===== src/rtl/mux_scan_pkg.sv =====
// Shared definitions for the mux select scanner: state encoding, defaults and
// the dwell counter width.
package mux_scan_pkg;

    localparam int DEF_SEL_W = 2;
    localparam int DEF_DWELL = 1;
    localparam int DWELL_W   = 8;

    typedef enum logic [1:0] {
        IDLE   = 2'd0,
        SETTLE = 2'd1,
        SAMPLE = 2'd2,
        DONE   = 2'd3
    } scan_state_t;

    // Reload value for the settle counter: SETTLE lasts exactly dwell cycles.
    function automatic logic [DWELL_W-1:0] dwell_load(input int dwell);
        return DWELL_W'(dwell - 1);
    endfunction

endpackage


===== src/rtl/mux_select_scanner_dwell_timer.sv =====
// Loadable down-counter that times the SETTLE phase of each channel.
module dwell_timer
    import mux_scan_pkg::*;
(
    input  logic               clk,
    input  logic               rst,
    input  logic               load,
    input  logic               dec,
    input  logic [DWELL_W-1:0] load_value,
    output logic [DWELL_W-1:0] value,
    output logic               zero
);

    assign zero = (value == '0);

    // Load has priority; decrement saturates at zero.
    always_ff @(posedge clk or posedge rst) begin
        if (rst) begin
            value <= '0;
        end else if (load) begin
            value <= load_value;
        end else if (dec && !zero) begin
            value <= value - DWELL_W'(1);
        end
    end

endmodule


===== src/rtl/mux_select_scanner.sv =====
// Steps the 4x1 mux select through every channel, dwells, samples y once per
// channel and publishes the assembled word with a one-cycle strobe.
module mux_select_scanner
    import mux_scan_pkg::*;
#(
    parameter  int SEL_W = DEF_SEL_W,
    parameter  int DWELL = DEF_DWELL,
    localparam int N_CH  = 2 ** SEL_W
) (
    input  logic             clk,
    input  logic             rst,
    input  logic             start,
    input  logic             abort,
    input  logic             cont_mode,
    input  logic             y_in,
    output logic [SEL_W-1:0] sel_out,
    output logic             busy,
    output logic [N_CH-1:0]  word_out,
    output logic             word_valid
);

    localparam logic [SEL_W-1:0]   LAST_SEL   = SEL_W'(N_CH - 1);
    localparam logic [DWELL_W-1:0] DWELL_LOAD = dwell_load(DWELL);

    scan_state_t        state;
    scan_state_t        next_state;
    logic [SEL_W-1:0]   next_sel;
    logic [N_CH-1:0]    shadow;
    logic [N_CH-1:0]    merged_word;
    logic               sample_en;
    logic               timer_load;
    logic               timer_dec;
    logic [DWELL_W-1:0] timer_value;
    logic               timer_zero;

    dwell_timer u_dwell_timer (
        .clk        (clk),
        .rst        (rst),
        .load       (timer_load),
        .dec        (timer_dec),
        .load_value (DWELL_LOAD),
        .value      (timer_value),
        .zero       (timer_zero)
    );

    always_comb begin
        next_state = state;
        next_sel   = sel_out;
        timer_load = 1'b0;
        timer_dec  = 1'b0;
        sample_en  = 1'b0;
        case (state)
            IDLE: begin
                if (start && !abort) begin
                    next_state = SETTLE;
                    next_sel   = '0;
                    timer_load = 1'b1;
                end
            end
            SETTLE: begin
                if (abort) begin
                    next_state = IDLE;
                    next_sel   = '0;
                end else if (timer_zero) begin
                    next_state = SAMPLE;
                end else begin
                    timer_dec = (timer_value != '0);
                end
            end
            SAMPLE: begin
                if (abort) begin
                    next_state = IDLE;
                    next_sel   = '0;
                end else begin
                    sample_en = 1'b1;
                    if (sel_out == LAST_SEL) begin
                        next_state = DONE;
                    end else begin
                        next_state = SETTLE;
                        next_sel   = sel_out + SEL_W'(1);
                        timer_load = 1'b1;
                    end
                end
            end
            DONE: begin
                next_sel = '0;
                if (!abort && cont_mode) begin
                    next_state = SETTLE;
                    timer_load = 1'b1;
                end else begin
                    next_state = IDLE;
                end
            end
            default: begin
                next_state = IDLE;
                next_sel   = '0;
            end
        endcase
    end

    // The final channel's sample lands in word_out on the same edge it is taken.
    always_comb begin
        merged_word          = shadow;
        merged_word[sel_out] = y_in;
    end

    // word_valid is a pure strobe with no back-pressure: it is high for exactly
    // the one cycle in which word_out takes a new value, and consumers must
    // capture word_out in that cycle or read it later while it holds.
    always_ff @(posedge clk or posedge rst) begin
        if (rst) begin
            state      <= IDLE;
            sel_out    <= '0;
            busy       <= 1'b0;
            shadow     <= '0;
            word_out   <= '0;
            word_valid <= 1'b0;
        end else begin
            state      <= next_state;
            sel_out    <= next_sel;
            busy       <= (next_state != IDLE);
            word_valid <= sample_en && (sel_out == LAST_SEL);
            if (sample_en) begin
                shadow[sel_out] <= y_in;
                if (sel_out == LAST_SEL) begin
                    word_out <= merged_word;
                end
            end
        end
    end

endmodule


===== config.mk =====
export PLATFORM = sky130hd
export DESIGN_NAME = mux_select_scanner
export DESIGN_NICKNAME = d
export VERILOG_FILES = /design/src/rtl/mux_scan_pkg.sv /design/src/rtl/mux_select_scanner_dwell_timer.sv /design/src/rtl/mux_select_scanner.sv
export SDC_FILE = /design/constraint.sdc
export NUM_CORES = 1
export LEC_CHECK = 0
export ABC_AREA = 0
export CORE_MARGIN = 1
export CORE_UTILIZATION = 30
export DETAILED_ROUTE_END_ITERATION = 12
export SETUP_SLACK_MARGIN = 0.5
export SLEW_MARGIN = 15
export SYNTH_ARGS = -nofsm -noshare
export SYNTH_HDL_FRONTEND = slang
export SYNTH_SLANG_ARGS = --single-unit

===== constraint.sdc =====
create_clock -name clk -period 3.1 [get_ports clk]
set_clock_uncertainty 0.1 [all_clocks]
set_input_delay 0.465 -clock clk [delete_from_list [all_inputs] [get_ports clk]]
set_output_delay 0.465 -clock clk [all_outputs]
set_load 0.01 [all_outputs]

==> results.yml <==
worst_setup_path:
  crit_type: "primary input to register"
  worstSetupEndpointType: "register"
  critPathRequiredTime_ps: 3120
  worst_setup_path_start_kind: "primary input"
  path_max_fanout: 9
  cp.arrival_ps: 2120
global_routing:
  grt_max_degree: 22
  grt_usage: 0.120
  grt_overflow: 0
  grt_pass1_vias: 854
  antenna_found_initial: 0
  grt_pass1_wl_mm: 3.90
sta:
  period_share: 0.677
  fin_crit_ps: 2100
  setup_viol: 0
  max-slew-margin-rel: 0.454
  rsz0062_at_grt: "no"
  tightest_slew_ps: 818
  fmax_ghz: 0.477
  maxSlewViolCount: 0
  setup_tns_ps: 0
  hold_violations: 0
synth:
  synthArstFlopShare: 1.00
  synthTopCellsByArea: "dfrtp_1, ha_1, xnor2_1"
  synth_area_per_cell_sq_um: 10.6
  yosysUniqueCellTypes: 32
  yosysMostFrequentCell: "dfrtp_1"
  synth_edf_count: 0
  synthTopCellsByCount: "dfrtp_1, nand2_1, nor2_1"
  synth-seq-cells: 21
  synth_top_flop_cell: "dfrtp_1"
  synth_nets: 119
  netlist.area_leader.share: 0.462
  yosys.area.top_type: "dfrtp_1"
  yosys_warnings: 0
  yosysSeqAreaShare: 0.462
  synthCells: 107
  synth_area_sq_um: 1140
layout:
  drive_gt1_frac: 0.0992
  multiInputGateArea_sq_um: 566
  nNetsFinal: 134
  diodes: 0
  stdcell_area_sq_um: 1360
  regArea_sq_um: 526
  area_delta_synth_final_pct: 19.6
  n_fill_cell: 369
pwr:
  p_sw_frac: 0.304
  peakVddDrop_mv: 0.357
  combPwrFrac: 0.235
  pwr-share-clk: 0.270
  power_frac_seq: 0.495
  finalPower_uw: 682
  power.density_nw_per_um2: 502
  internal_power_uw: 475
  p_switching_uw: 207
  p_leak_uw: 0.000596
drt:
  wl_mm: 2.12
  routed_via_density: 4.74
  vias: 801
  drc: 0
  dr.pass1.iters: 4
  drt_iter0_markers: 7
  ant_nets: 0
  wl_per_cell_microns: 12.5
clock_tree:
  path_clk_slew_ps: 80
  htree_levels: 1
  cts_buffers: 3
  clock_sinks: 21
  cts-resized-gates: 0
  cts_setup_buffers: 0
  clk_latency_ps: 260
  cts_tree: "yes"
  clk_path_buf_depth: 2
  root_buffer: "clkbuf_8"
  hold_buffers: 0
floorplanning:
  die_w_microns: 63.6
  fp-row-count: 22
  die_h_microns: 63.6
  core_region_area_sq_um: 3660
  io_pins: 14
  fp.dieArea_sq_um: 4040
  initial_utilization: 0.311
run_status:
  status: "finished clean"
job:
  max_cap_violations: 0
place:
  gp_congestion: 0.740
  placed_area_sq_um: 1310
  post-dp-hpwl_mm: 1.59
  io_buffers: 13
hold_path:
  hold_class: "register to register"
[worst max-delay path, cell delays in order]
cell and delay [ps]:
clkdlybuf4s50_1 470, or3b_1 570, a2111oi_2 400, xnor2_1 160
nor2_1 50
[routing by layer]
layer  part of all wire  vias up  global-route usage  wire length [microns]
li1                   -      395                   -                      -
met1               0.47      392               0.146                   1000
met2               0.50       14               0.223                   1050
met3              0.031        0              0.0308                     66
met4                  0        0                   0                      0
met5                  0        -                   0                      0
[through the flow]
step,util,cells,hold slack [ps],setup slack (ps)
2_1_floorplan,-,107,342,1350
3_3_place_gp,0.358,165,367,767
3_5_place_dp,0.358,165,374,735
4_1_cts,0.371,169,399,1010
5_1_grt,0.371,169,411,860
6_report,0.371,169,396,1000
[cell families (layout without fill, tap and decap cells)]
logic type,after synthesis,after routing,synth area share
AND/OR/NAND/NOR,38,38,0.191
buffers and inverters,11,25,0.0407
XOR/XNOR,7,7,0.0539
multiplexers,6,6,0.0561
flip-flops,21,21,0.462
adder cells (fa/ha/maj),6,6,0.0660
AO/OA/AOI/OAI,18,18,0.130
[state kept, by name (all words and copies together) (netlist names)]
signal and count:
shadow 3, word_valid 1, sel_out 2, state 2, word_out 4, u_dwell_timer.value 8
busy 1
[placed cells by master (no fill, tap or decap)]
cell / instances
or3b_1: 1
a32o_1: 1
inv_1: 8
clkinvlp_4: 1
or2_1: 1
nor2_1: 11
xnor2_1: 7
mux2i_1: 3
clkdlybuf4s50_1: 13
a211oi_1: 3
or3_1: 1
nor4_4: 1
nor3b_2: 1
nor2b_1: 2
a2111oi_2: 3
nand2b_2: 1
or4_1: 2
nand4bb_1: 1
o21ai_0: 4
nand2b_1: 1
a22oi_1: 1
a21oi_1: 1
clkbuf_8: 3
o21ai_1: 2
nand2_1: 14
nor4b_2: 1
a21oi_2: 1
o311ai_1: 1
o32a_1: 1
mux2_1: 3
ha_1: 6
dfrtp_1: 21
[worst paths after layout]
| path | cells after the start | start | end | slack, ps |
|---|---|---|---|---|
| hold reg to reg | 1 | shadow[0] | shadow[0] | 400 |
| min in group asynchronous | 2 | rst | word_out[1] | 570 |
| max in group asynchronous | 2 | rst | u_dwell_timer.value[5] | 1820 |
| setup / recovery | 5 | abort | u_dwell_timer.value[4] | 1000 |
| setup reg to reg | 6 | u_dwell_timer.value[0] | busy | 1150 |
| hold / removal | 1 | shadow[0] | shadow[0] | 400 |
[power by group through the flow]
stage / combinational, uW / sequential [uW] / clock (uW)
final: 160 / 338 / 184
after detailed placement: 163 / 344 / 0
after global placement: 162 / 343 / 0
after global routing: 179 / 344 / 199
after CTS: 164 / 338 / 190
after floorplan: 122 / 335 / 0
[layout make-up]
| type | instances | area share |
|---|---|---|
| multi-input cells | 75 | 0.416 |
| flip-flops and latches | 21 | 0.386 |
| repair buffers | 13 | 0.0957 |
| well taps | 48 | 0.0442 |
| clock buffers | 3 | 0.0304 |
| inverters | 8 | 0.0221 |
| clock inverters | 1 | 0.00552 |
Power figures use the tool's default switching activity.
==> edit, RTL diff (same settings) <==
Re-encode `scan_state_t` (4 states) as one-hot, 4 bits wide.
--- a/src/rtl/mux_scan_pkg.sv
+++ b/src/rtl/mux_scan_pkg.sv
@@ -6,11 +6,11 @@
     localparam int DEF_DWELL = 1;
     localparam int DWELL_W   = 8;
 
-    typedef enum logic [1:0] {
-        IDLE   = 2'd0,
-        SETTLE = 2'd1,
-        SAMPLE = 2'd2,
-        DONE   = 2'd3
+    typedef enum logic [3:0] {
+        IDLE   = 4'b0001,
+        SETTLE = 4'b0010,
+        SAMPLE = 4'b0100,
+        DONE   = 4'b1000
     } scan_state_t;
 
     // Reload value for the settle counter: SETTLE lasts exactly dwell cycles.
Behaviour: same outputs for any inputs over 10 cycles, from zero or initial values and one cycle with rst high; not proved beyond that.
==> edit against the original RTL <==
Via count grew 16%; worst setup slack got worse by 60 ps; design area rose by 10%; area after synthesis is 11% higher; wire length rose by 23%; sequential share of layout area shrank 0.16 points; sequential cell count rose by 2; critical path depth unchanged; synthesized cell count is 11% higher.
Power is not compared: it rests on default switching activity, and its combinational part moved more than twofold at a synthesized area within 25%.
==> edit: results (changes against the original RTL) <==
| Metric | Value |
|---|---|
| Status | `finished clean (unchanged)` |
| Synth Net Count | `131 (was 119)` |
| XOR/XNOR share of the synthesized area | `2.08% (was 5.39%)` |
| Sequential element share of the synthesized area | `45.7% (was 46.2%)` |
| Gr usage total | `12.6% (was 12.0%)` |
| Min-Delay Path Depth | `2 (was 1)` |
| Maximum vdd ir drop | `0.161 mV` |
| FILL cells | `416 (was 369)` |
| R2R setup slack | `1180 ps (was 1150 ps)` |
| Routed wl met2 | `1240 um (was 1050 um)` |
| Layout cells sized above 1 | `11.8% (was 9.92%)` |
| Commonest cells in the netlist | `dfrtp_1 (22), nand2_1 (11), inv_1 (9), nor2_1 (9) (was dfrtp_1 (21), nand2_1 (14), nor2_1 (11))` |
| Hold endpoint | `word_out[1] (was shadow[0])` |
| Routing usage on met3 | `1.20% (was 3.08%)` |
| Met1 WL | `1300 um (was 1000 um)` |
| Rel. slew slack | `41.0% (was 45.4%)` |
| CP Max Fanout | `7 (was 9)` |
| Nets@finish | `149 (was 134)` |
| Worst EP arrival | `2220 ps (was 2120 ps)` |
| Synth area leaders | `dfrtp_1 (44%), ha_1 (6.0%), mux2_2 (4.5%) (was dfrtp_1 (46%), ha_1 (6.6%), xnor2_1 (5.4%))` |
| Crit path to | `u_dwell_timer.value[1] (was u_dwell_timer.value[4])` |
| Vias in the first global route | `902 (was 854)` |
| Grt met2 use | `19.6% (was 22.3%)` |
| Via count | `929 (was 801)` |
| Mux cell area share after synthesis | `6.85% (was 5.61%)` |
| Biggest regs | `u_dwell_timer.value (8), state (4), word_out (4) (was u_dwell_timer.value (8), word_out (4), shadow (3))` |
| Slowest cell on crit path | `clkdlybuf4s50_1 (was or3b_1)` |
| Global-route track usage on met1 | `18.6% (was 14.6%)` |
| Drt first-iter violations | `63 (was 7)` |
| Largest net degree at the start of global routing | `24 (was 22)` |
| Initial DRT Pass Iterations | `4 (unchanged)` |
| DR WL/cell | `14.0 um (was 12.5 um)` |
| HPWL after DPL | `1920 um (was 1590 um)` |
| Ant diodes | `0 (unchanged)` |
| Adder-cell share of the synthesized area | `5.95% (was 6.60%)` |
| Synth Area in Compound Gates | `15.4% (was 13.0%)` |
| Top-area cell type share of the netlist area | `43.7% (was 46.2%)` |
| Worst Hold Launch | `word_out[1] (was shadow[0])` |
| GP Congestion | `0.851 (was 0.740)` |
| First-pass GRT wire length | `4300 um (was 3900 um)` |
| Top Layer Used | `met4 (was met3)` |
==> edit: tightest hold or removal path, cell delays in order, from the launching register on <==
cell and delay (ps):
dfrtp_1 350, nand2_1 50, o21ai_0 60
==> edit: layout make-up <==
cell class,instances,area share (%)
tap,50,4.17
timing repair buffer,13,8.68
inverter,9,2.25
multi-input combinational,87,43.4
sequential,23,38.5
clock buffer,4,3.01
==> edit: through the flow <==
step / utilization, % / setup WS [ps] / area, um^2 / hold WS, ps / std cells
2_1_floorplan: - / 1330 / 1260 / 366 / 119
3_3_place_gp: 36.1 / 685 / 1450 / 377 / 182
3_5_place_dp: 36.1 / 663 / 1450 / 376 / 182
4_1_cts: 37.2 / 936 / 1500 / 396 / 186
5_1_grt: 37.2 / 774 / 1500 / 427 / 186
6_report: 37.2 / 942 / 1500 / 386 / 186
